--- config.mk ---
export PLATFORM = sky130hd
export DESIGN_NAME = fa_bist
export DESIGN_NICKNAME = d
export VERILOG_FILES = /design/src/rtl/fa_bist.sv
export SDC_FILE = /design/constraint.sdc
export NUM_CORES = 1
export LEC_CHECK = 0
export BUFFER_PORTS_ARGS = -buffer_cell sky130_fd_sc_hd__clkbuf_2
export CAP_MARGIN = 20
export CORE_ASPECT_RATIO = 1.2
export CORE_MARGIN = 4
export CORE_UTILIZATION = 40
export CTS_BUF_LIST = sky130_fd_sc_hd__clkbuf_8 sky130_fd_sc_hd__clkbuf_16
export CTS_CLUSTER_SIZE = 8
export DETAILED_ROUTE_END_ITERATION = 7
export GPL_TIMING_DRIVEN = 1
export MAX_ROUTING_LAYER = met4
export PLACE_DENSITY_LB_ADDON = 0.1
export SYNTH_ARGS = -nofsm -noshare
export SYNTH_HDL_FRONTEND = slang
export SYNTH_SLANG_ARGS = --single-unit
--- constraint.sdc ---
create_clock -name sys_clk -period 2.7 [get_ports sys_clk]
set_input_delay 0.675 -clock sys_clk [delete_from_list [all_inputs] [get_ports sys_clk]]
set_output_delay 0.675 -clock sys_clk [all_outputs]
set_load 0.1 [all_outputs]
--- src/rtl/fa_bist.sv ---
// rtl/fa_bist.sv - built-in self-test controller for a single-bit full adder
module fa_bist #(
    parameter int          NUM_VECTORS = 256,
    parameter int          CNT_W       = 16,
    parameter logic [7:0]  LFSR_SEED   = 8'hA5
) (
    input  logic             sys_clk,
    input  logic             sys_rst,
    input  logic             start,
    output logic             in1,
    output logic             in2,
    output logic             cin,
    input  logic             sum,
    input  logic             carry,
    output logic             busy,
    output logic             done,
    output logic             pass,
    output logic [CNT_W-1:0] vec_cnt,
    output logic [CNT_W-1:0] err_cnt,
    output logic [CNT_W-1:0] first_fail_vec,
    output logic [4:0]       first_fail_data
);

    typedef enum logic [1:0] {IDLE, RUN, DONE} state_t;

    localparam logic [CNT_W-1:0] LAST_IDX = CNT_W'(NUM_VECTORS - 1);
    localparam logic [CNT_W-1:0] LFSR_IDX = CNT_W'(8);

    state_t           state;
    state_t           state_next;
    logic [7:0]       lfsr;
    logic [7:0]       lfsr_adv;
    logic [2:0]       stim;
    logic [1:0]       expected;
    logic             mismatch;
    logic             last;
    logic [CNT_W-1:0] next_idx;

    assign {in1, in2, cin} = stim;

    // vec_cnt doubles as the index of the vector currently on the stimulus outputs
    always_comb begin
        expected = {1'b0, stim[2]} + {1'b0, stim[1]} + {1'b0, stim[0]};
        mismatch = ({carry, sum} !== expected);
        last     = (vec_cnt == LAST_IDX);
        next_idx = vec_cnt + 1'b1;
        lfsr_adv = {lfsr[6:0], lfsr[7] ^ lfsr[5] ^ lfsr[4] ^ lfsr[3]};
    end

    always_ff @(posedge sys_clk) begin
        if (sys_rst) begin
            state <= IDLE;
        end else begin
            state <= state_next;
        end
    end

    always_comb begin
        state_next = state;
        busy       = 1'b0;
        done       = 1'b0;
        case (state)
            IDLE: begin
                if (start) begin
                    state_next = RUN;
                end
            end
            RUN: begin
                busy = 1'b1;
                if (last) begin
                    state_next = DONE;
                end
            end
            DONE: begin
                done       = 1'b1;
                state_next = IDLE;
            end
            default: state_next = IDLE;
        endcase
    end

    always_ff @(posedge sys_clk) begin
        if (sys_rst) begin
            stim            <= 3'b000;
            lfsr            <= LFSR_SEED;
            vec_cnt         <= '0;
            err_cnt         <= '0;
            pass            <= 1'b0;
            first_fail_vec  <= '0;
            first_fail_data <= 5'b00000;
        end else begin
            case (state)
                IDLE: begin
                    if (start) begin
                        stim            <= 3'b000;
                        lfsr            <= LFSR_SEED;
                        vec_cnt         <= '0;
                        err_cnt         <= '0;
                        pass            <= 1'b0;
                        first_fail_vec  <= '0;
                        first_fail_data <= 5'b00000;
                    end
                end
                RUN: begin
                    if (mismatch) begin
                        err_cnt <= err_cnt + 1'b1;
                        if (err_cnt == '0) begin
                            first_fail_vec  <= vec_cnt;
                            first_fail_data <= {stim, carry, sum};
                        end
                    end
                    vec_cnt <= next_idx;
                    // exhaustive phase first, then the seed itself, then one LFSR step per vector
                    if (last) begin
                        stim <= 3'b000;
                        pass <= (err_cnt == '0) && !mismatch;
                    end else if (next_idx < LFSR_IDX) begin
                        stim <= next_idx[2:0];
                    end else if (next_idx == LFSR_IDX) begin
                        stim <= lfsr[2:0];
                    end else begin
                        lfsr <= lfsr_adv;
                        stim <= lfsr_adv[2:0];
                    end
                end
                default: stim <= 3'b000;
            endcase
        end
    end

endmodule

==> run summary, run 1 <==
Outcome: finished clean
Most common cell after layout, fill and taps aside: sky130_fd_sc_hd__clkbuf_2
Required time reported for the critical path endpoint: 2.93 ns
Mean number of vias per cell: 5.39
Max-slew violation count: 0
Number of failing hold endpoints at the final stage: 0
Cell area after placement: 3640 sq um
Fraction of synthesized area in multiplexers: 1.47%
Number of violations of the max-capacitance limit: 0
Share of power burned in combinational logic: 10.5%
Initial antenna violation count: 0
Count of hold-fix buffers inserted at cts: 0
Number of standard-cell rows in the floorplan: 35
Proportion of power drawn by flip-flops and latches: 49.4%
Final nets: 448
Maximum ir drop on the vdd rail: 0.261 mV
Complex-gate fraction of the synthesized area: 19.2%
Core area: 7660 sq um
Cell chosen for the clock root: sky130_fd_sc_hd__clkbuf_8
LEAKAGE: 1.61 nW
Endpoint type of the worst setup path: flip-flop
Peak Freq: 398 MHz
Commonest cells after routing, fill and taps aside: 63 x sky130_fd_sc_hd__clkbuf_2, 50 x sky130_fd_sc_hd__dfxtp_1, 48 x sky130_fd_sc_hd__nor2_1, 30 x sky130_fd_sc_hd__o21ai_0, 27 x sky130_fd_sc_hd__nand2_1
CTS Buffer Depth: 2
Initial core utilization: 41.0%
Clock-pin transition on the worst setup and hold timing paths: 0.07 ns
Hold crit path type: reg -> reg
Number of sinks on the clock net: 67
Insertion delay of the later-clocked pin in the worst-skew pair: 0.34 ns
Wire length of the first global-routing pass: 13500 um
Mean area per synthesized cell: 8.65 sq um
Die Footprint: 9340 sq um
Post-route setup TNS: 0 ns
Vias in the first global route: 2772
HPWL Detailed: 5840 um
IO buf count: 63
Post-route ant nets: 0
Antenna cell count: 0
Total congestion overflow after global routing: 0
Power Internal: 1.52 mW
Core occupancy in the finished layout: 50.6%
Setup-violating endpoint count in the final report: 0
Number of warnings issued by yosys: 0
CP arrival: 2.74 ns
Clock tree from TritonCTS: built
Sequential cell area fraction in the yosys report: 42.7%
Slew HR: 51.6%
Dominant combinational cell family by area after synthesis: simple AND/OR/NAND/NOR gates
Number of synthesized register bits: 67
Synth Flop Type: sky130_fd_sc_hd__dfxtp_1
Simple logic cell fraction of the synthesized area: 25.0%
Portion of total power attributed to the clock network: 40.1%
Ratio of final minimum period to clock period: 93.0%
Post-route cell area: 3880 sq um
Post-Route WL: 8100 um
Number of unique standard cell types used by synthesis: 51
Critical path peak fanout: 11
Net Sw Frac: 26.0%
Maximum number of pins on one net before global-route repair: 20
Post-Synth Adder-Cell Area: 1.83%
Xor/xnor share of the synthesized area: 5.86%
Total I/O pin count: 64
Iteration count of the initial detailed-routing pass: 4
Post-Synthesis Net Count: 372
Iteration-0 DRC count of the detailed router: 139
Fraction of registers with async set or reset after synthesis: 0%
Area growth syn-to-layout: 23.5%
Clock Skews: 0.0106 ns
RSZ-0062 raised after global routing: no
CP startpoint kind: flip-flop
Slew at the pin closest to its max-slew limit: 0.726 ns
Global routing usage summed across all routing layers: 18.8%
Min Clock Period, post-route: 2.51 ns
Height of the die: 105 um
Fraction of final layout cells with drive strength greater than 1: 28.7%
Number of vias after detailed routing: 2881
Gate Count Post-Synth: 363
Floorplan die width: 88.9 um
Wire length per cell: 15.1 um
Post-route insts no fill: 535
Number of H-tree levels: 3
CTS Buf Count: 9
Placed Cells: 517
Pwr/cell area: 531 nW/um^2
Power dissipated by switching net loads: 536 uW
Post-synth design cell area: 3140 sq um
Last weighted congestion value of the routability-driven placer: 0.842
Critical Setup Path Class: reg -> reg
Total power consumption of the routed design: 2.06 mW
Number of enable flip-flop cells after synthesis: 0
Total DRC errors in the routed layout: 0
## per-layer routing
metal / wire length (um) / part of all wire (%) / vias up / track usage (%)
met5: 0 / 0 / - / -
met2: 4090 / 50 / 63 / 29.9
met4: 115 / 1.4 / 0 / 7.02
met1: 3520 / 43 / 1353 / 22.8
met3: 378 / 4.7 / 10 / 4.26
li1: - / - / 1455 / -
## final timing paths
path / startpoint / cells past startpoint / slack, ns / end
worst max-delay path: vec_cnt[3]$_SDFFE_PP0P_ / 7 / 0.19 / stim[2]$_SDFFE_PP0P_
worst min-delay path: first_fail_vec[8]$_SDFFE_PP0P_ / 1 / 0.47 / first_fail_vec[8]$_SDFFE_PP0P_
worst max register to register: vec_cnt[3]$_SDFFE_PP0P_ / 7 / 0.19 / stim[2]$_SDFFE_PP0P_
worst min register to register: first_fail_vec[8]$_SDFFE_PP0P_ / 1 / 0.47 / first_fail_vec[8]$_SDFFE_PP0P_
## cells in the mapped netlist (2+ instances only)
cell type	count	area (sq um)
sky130_fd_sc_hd__and3_1	6	37.5
sky130_fd_sc_hd__clkbuf_1	11	41.3
sky130_fd_sc_hd__a211oi_1	2	15.0
sky130_fd_sc_hd__and4_1	4	35.0
sky130_fd_sc_hd__nor3b_1	2	15.0
sky130_fd_sc_hd__mux2i_1	2	20.0
sky130_fd_sc_hd__a21o_1	2	15.0
sky130_fd_sc_hd__o21ai_0	30	150
sky130_fd_sc_hd__nand4_1	8	50.1
sky130_fd_sc_hd__a31oi_1	5	31.3
sky130_fd_sc_hd__or3_1	2	12.5
sky130_fd_sc_hd__clkbuf_2	2	10.0
sky130_fd_sc_hd__nand2_1	27	101
sky130_fd_sc_hd__buf_4	3	22.5
sky130_fd_sc_hd__a2bb2oi_1	3	26.3
sky130_fd_sc_hd__a22oi_1	6	45.0
sky130_fd_sc_hd__and2_1	4	25.0
sky130_fd_sc_hd__o31ai_1	4	30.0
sky130_fd_sc_hd__xor2_1	11	96.3
sky130_fd_sc_hd__inv_1	8	30.0
sky130_fd_sc_hd__nand2b_1	4	25.0
sky130_fd_sc_hd__a21oi_1	11	55.1
sky130_fd_sc_hd__xnor2_1	10	87.6
sky130_fd_sc_hd__nor2_1	48	180
sky130_fd_sc_hd__nand3_1	13	65.1
sky130_fd_sc_hd__ha_1	3	37.5
sky130_fd_sc_hd__nor3_1	14	70.1
sky130_fd_sc_hd__nor2b_1	4	25.0
sky130_fd_sc_hd__buf_2	4	20.0
sky130_fd_sc_hd__a22o_1	16	140
sky130_fd_sc_hd__a32o_1	3	30.0
sky130_fd_sc_hd__dfxtp_1	67	1340
sky130_fd_sc_hd__nor4_1	6	37.5
## timing repair
item	in CTS	in global routing
setup buffers	0	2
resized for setup	0	4
endpoints found under the setup margin	0	9
## final cells by class
cell class / count / area [sq um]
Sequential cell: 67 / 1360
Clock inverter: 4 / 42.5
Timing Repair Buffer: 85 / 480
Multi-Input combinational cell: 268 / 1700
Clock buffer: 11 / 151
Fill cell: 745 / 3780
Inverter: 8 / 30.0
Tap cell: 92 / 115
## stage by stage
step                worst slack (ns)  hold slack, ns
floorplan                     -0.138           0.450
global placement              0.0802           0.454
detailed placement            0.0904           0.456
CTS                           0.0584           0.477
global route                  0.0306           0.496
finish                         0.189           0.471
## kinds of logic after synthesis
family	after synthesis
mux	4
buf+inv	28
simple gates	150
compound gates	89
xor+xnor	21
fa+ha+maj	4
flops	67
## power groups by stage
stage	clock network, mW	registers, mW	logic (mW)
3_3_place_gp	0	1.04	0.214
6_report	0.825	1.02	0.217
3_5_place_dp	0	1.04	0.215
5_1_grt	0.899	1.02	0.233
4_1_cts	0.846	1.02	0.215
2_1_floorplan	0	1.10	0.0999
## critical path: stages, from the launching register on
cell	delay (ns)
sky130_fd_sc_hd__dfxtp_2	0.47
sky130_fd_sc_hd__nand3_4	0.16
sky130_fd_sc_hd__nor4_4	0.42
sky130_fd_sc_hd__mux2_4	0.34
sky130_fd_sc_hd__o221ai_2	0.34
sky130_fd_sc_hd__nor3b_4	0.10
sky130_fd_sc_hd__mux2_1	0.34
sky130_fd_sc_hd__a32o_1	0.23
## flip-flops by register name, indices dropped and copies added, names as in the netlist
register / count
pass: 1
first_fail_data: 5
lfsr: 8
err_cnt: 16
vec_cnt: 16
state: 2
stim: 3
first_fail_vec: 16
(Power assumes the default switching activity.)
==> run 2: changes to the inputs <==
Settings changed: CTS_BUF_LIST sky130_fd_sc_hd__clkbuf_8 sky130_fd_sc_hd__clkbuf_16 to sky130_fd_sc_hd__clkbuf_16, TNS_END_PERCENT set to 5.
==> run 2 against run 1 <==
Effect of this change:
- count of clock-buffer cells in the layout shrank 2
- hold slack gained 0.0019 ns
- non-clock buffer count grew 2
==> run summary, run 2 (synthesis results as in run 1) <==
Outcome: finished clean
Maximum number of pins on one net before global-route repair: 20 (unchanged)
Insertion delay of the later-clocked pin in the worst-skew pair: 0.33 ns (about the same)
HPWL Detailed: 5980 um (+2.4%)
CTS Buf Count: 9 (unchanged)
Wire length of the first global-routing pass: 13500 um (+0.20%)
Fraction of final layout cells with drive strength greater than 1: 27.4% (-1.3 points)
Source of the worst hold timing path: first_fail_vec[14]$_SDFFE_PP0P_
Setup-violating endpoint count in the final report: 0 (unchanged)
Number of standard-cell rows in the floorplan: 35 (unchanged)
RSZ-0062 raised after global routing: no
Vias in the first global route: 2716 (-2.0%)
Height of the die: 105 um (unchanged)
Slew at the pin closest to its max-slew limit: 0.753 ns (+0.0270 ns)
Max-slew violation count: 0 (unchanged)
Critical path peak fanout: 8 (-3)
Final hold slack: 0.473 ns (+0.00195 ns)
IO buf count: 63 (unchanged)
Clock Skews: 0.00651 ns (-0.00407 ns)
Most common cell after layout, fill and taps aside: sky130_fd_sc_hd__clkbuf_2
Number of inserted filler cells in the final layout: 744 (-0.13%)
Ratio of final minimum period to clock period: 93.7% (+0.65 points)
Number of violations of the max-capacitance limit: 0 (unchanged)
Final nets: 450 (+0.45%)
Area growth syn-to-layout: 25.7%
Clock-pin transition on the worst setup and hold timing paths: 0.06 ns (about the same)
Maximum ir drop on the vdd rail: 0.321 mV (+23%)
Core area: 7660 sq um (unchanged)
Iteration count of the initial detailed-routing pass: 4 (unchanged)
Number of vias after detailed routing: 2896 (+0.52%)
Number of sinks on the clock net: 67 (unchanged)
Mean number of vias per cell: 5.38 (about the same)
Die Footprint: 9340 sq um (unchanged)
Required time reported for the critical path endpoint: 2.92 ns (about the same)
Worst setup path startpoint: vec_cnt[1]$_SDFFE_PP0P_
Commonest cells after routing, fill and taps aside: 63 x sky130_fd_sc_hd__clkbuf_2, 56 x sky130_fd_sc_hd__dfxtp_1, 48 x sky130_fd_sc_hd__nor2_1, 30 x sky130_fd_sc_hd__o21ai_0, 27 x sky130_fd_sc_hd__nand2_1
Number of H-tree levels: 3 (unchanged)
Critical Setup Path Class: reg -> reg
Antenna cell count: 0 (unchanged)
Total I/O pin count: 64 (unchanged)
Peak Freq: 395 MHz (-0.69%)
Min Clock Period, post-route: 2.53 ns (+0.0175 ns)
LEAKAGE: 1.65 nW (+2.2%)
Endpoint type of the worst setup path: flip-flop
Worst reg2reg path startpoint: vec_cnt[1]$_SDFFE_PP0P_
Pwr/cell area: 576 nW/um^2 (+8.5%)
Post-route ant nets: 0 (unchanged)
CP arrival: 2.74 ns (about the same)
Post-Route WL: 8270 um (+2.0%)
Total power consumption of the routed design: 2.27 mW (+10%)
Cell chosen for the clock root: sky130_fd_sc_hd__clkbuf_16
Slew HR: 49.4% (-2.2 points)
CP startpoint kind: flip-flop
Number of failing hold endpoints at the final stage: 0 (unchanged)
Wire length per cell: 15.4 um (+1.4%)
Iteration-0 DRC count of the detailed router: 181 (+30%)
Initial core utilization: 41.0% (unchanged)
Total congestion overflow after global routing: 0 (unchanged)
Hold crit path type: reg -> reg
Largest registers in the final layout: err_cnt x16, first_fail_vec x16, vec_cnt x16
Total DRC errors in the routed layout: 0 (unchanged)
Floorplan die width: 88.9 um (unchanged)
Global routing usage summed across all routing layers: 19.0% (+0.19 points)
Initial antenna violation count: 0 (unchanged)
CTS Buffer Depth: 2 (unchanged)
Clock tree from TritonCTS: built
Last weighted congestion value of the routability-driven placer: 0.792 (-6.0%)
-- run 2: worst max-delay path: stages, from the launching register on --
cell and delay (ns):
sky130_fd_sc_hd__dfxtp_2 0.41, sky130_fd_sc_hd__ha_1 0.21, sky130_fd_sc_hd__and4_1 0.29, sky130_fd_sc_hd__mux2i_1 0.10, sky130_fd_sc_hd__o41ai_1 0.33, sky130_fd_sc_hd__o221ai_2 0.22
sky130_fd_sc_hd__nor3b_4 0.28, sky130_fd_sc_hd__mux2_1 0.35, sky130_fd_sc_hd__a32o_1 0.21
-- run 2: path summary, 6_finish.rpt --
kind,endpoint,slack [ns],cells after the start
max,stim[2]$_SDFFE_PP0P_,0.17,8
min,first_fail_vec[14]$_SDFFE_PP0P_,0.47,1
max reg2reg,stim[2]$_SDFFE_PP0P_,0.17,8
min reg2reg,first_fail_vec[14]$_SDFFE_PP0P_,0.47,1
-- run 2: repair_timing --
action / 4_1_cts / 5_1_grt
buffers inserted: 0 / 1
setup endpoints to repair: 0 / 1
resized for setup: 0 / 2
endpoints found under the hold margin: 0 / 0
hold buffers: 0 / 0
-- run 2: through the flow --
stage | std cells | cell area [sq um] | setup TNS [ns] | setup WS (ns) | utilization [%]
4_1_cts | 536 | 3920 | 0 | 0.0848 | 51.1
3_5_place_dp | 520 | 3660 | 0 | 0.116 | 47.7
2_1_floorplan | 363 | 3150 | -1.72 | -0.332 | -
6_report | 538 | 3950 | 0 | 0.171 | 51.5
3_3_place_gp | 520 | 3660 | 0 | 0.0928 | 47.7
5_1_grt | 538 | 3950 | 0 | 0.0347 | 51.5
-- run 2: routing by layer --
metal / global-route usage, % / wire [um] / vias to the layer above
li1: - / - / 1464
met1: 23.4 / 3630 / 1366
met5: - / 0 / -
met3: 3.94 / 340 / 7
met4: 5.83 / 81 / 0
met2: 30.6 / 4220 / 59
-- run 2: area by class of cell --
cell class                 count  area, sq um  share of cell area, %
clock buffer                   9          225                   5.70
clock inverter                 7         37.5                  0.951
inverter                       8         30.0                  0.760
multi-input combinational    268         1690                   42.7
sequential                    67         1360                   34.3
tap                           92          115                   2.92
timing repair buffer          87          499                   12.6
-- run 2: report_power, final --
| part | internal (mW) | switching (mW) |
|---|---|---|
| Sequential | 1.00 | 0.0158 |
| Clock | 0.609 | 0.429 |
| Combinational | 0.0587 | 0.159 |
| Total | 1.67 | 0.604 |
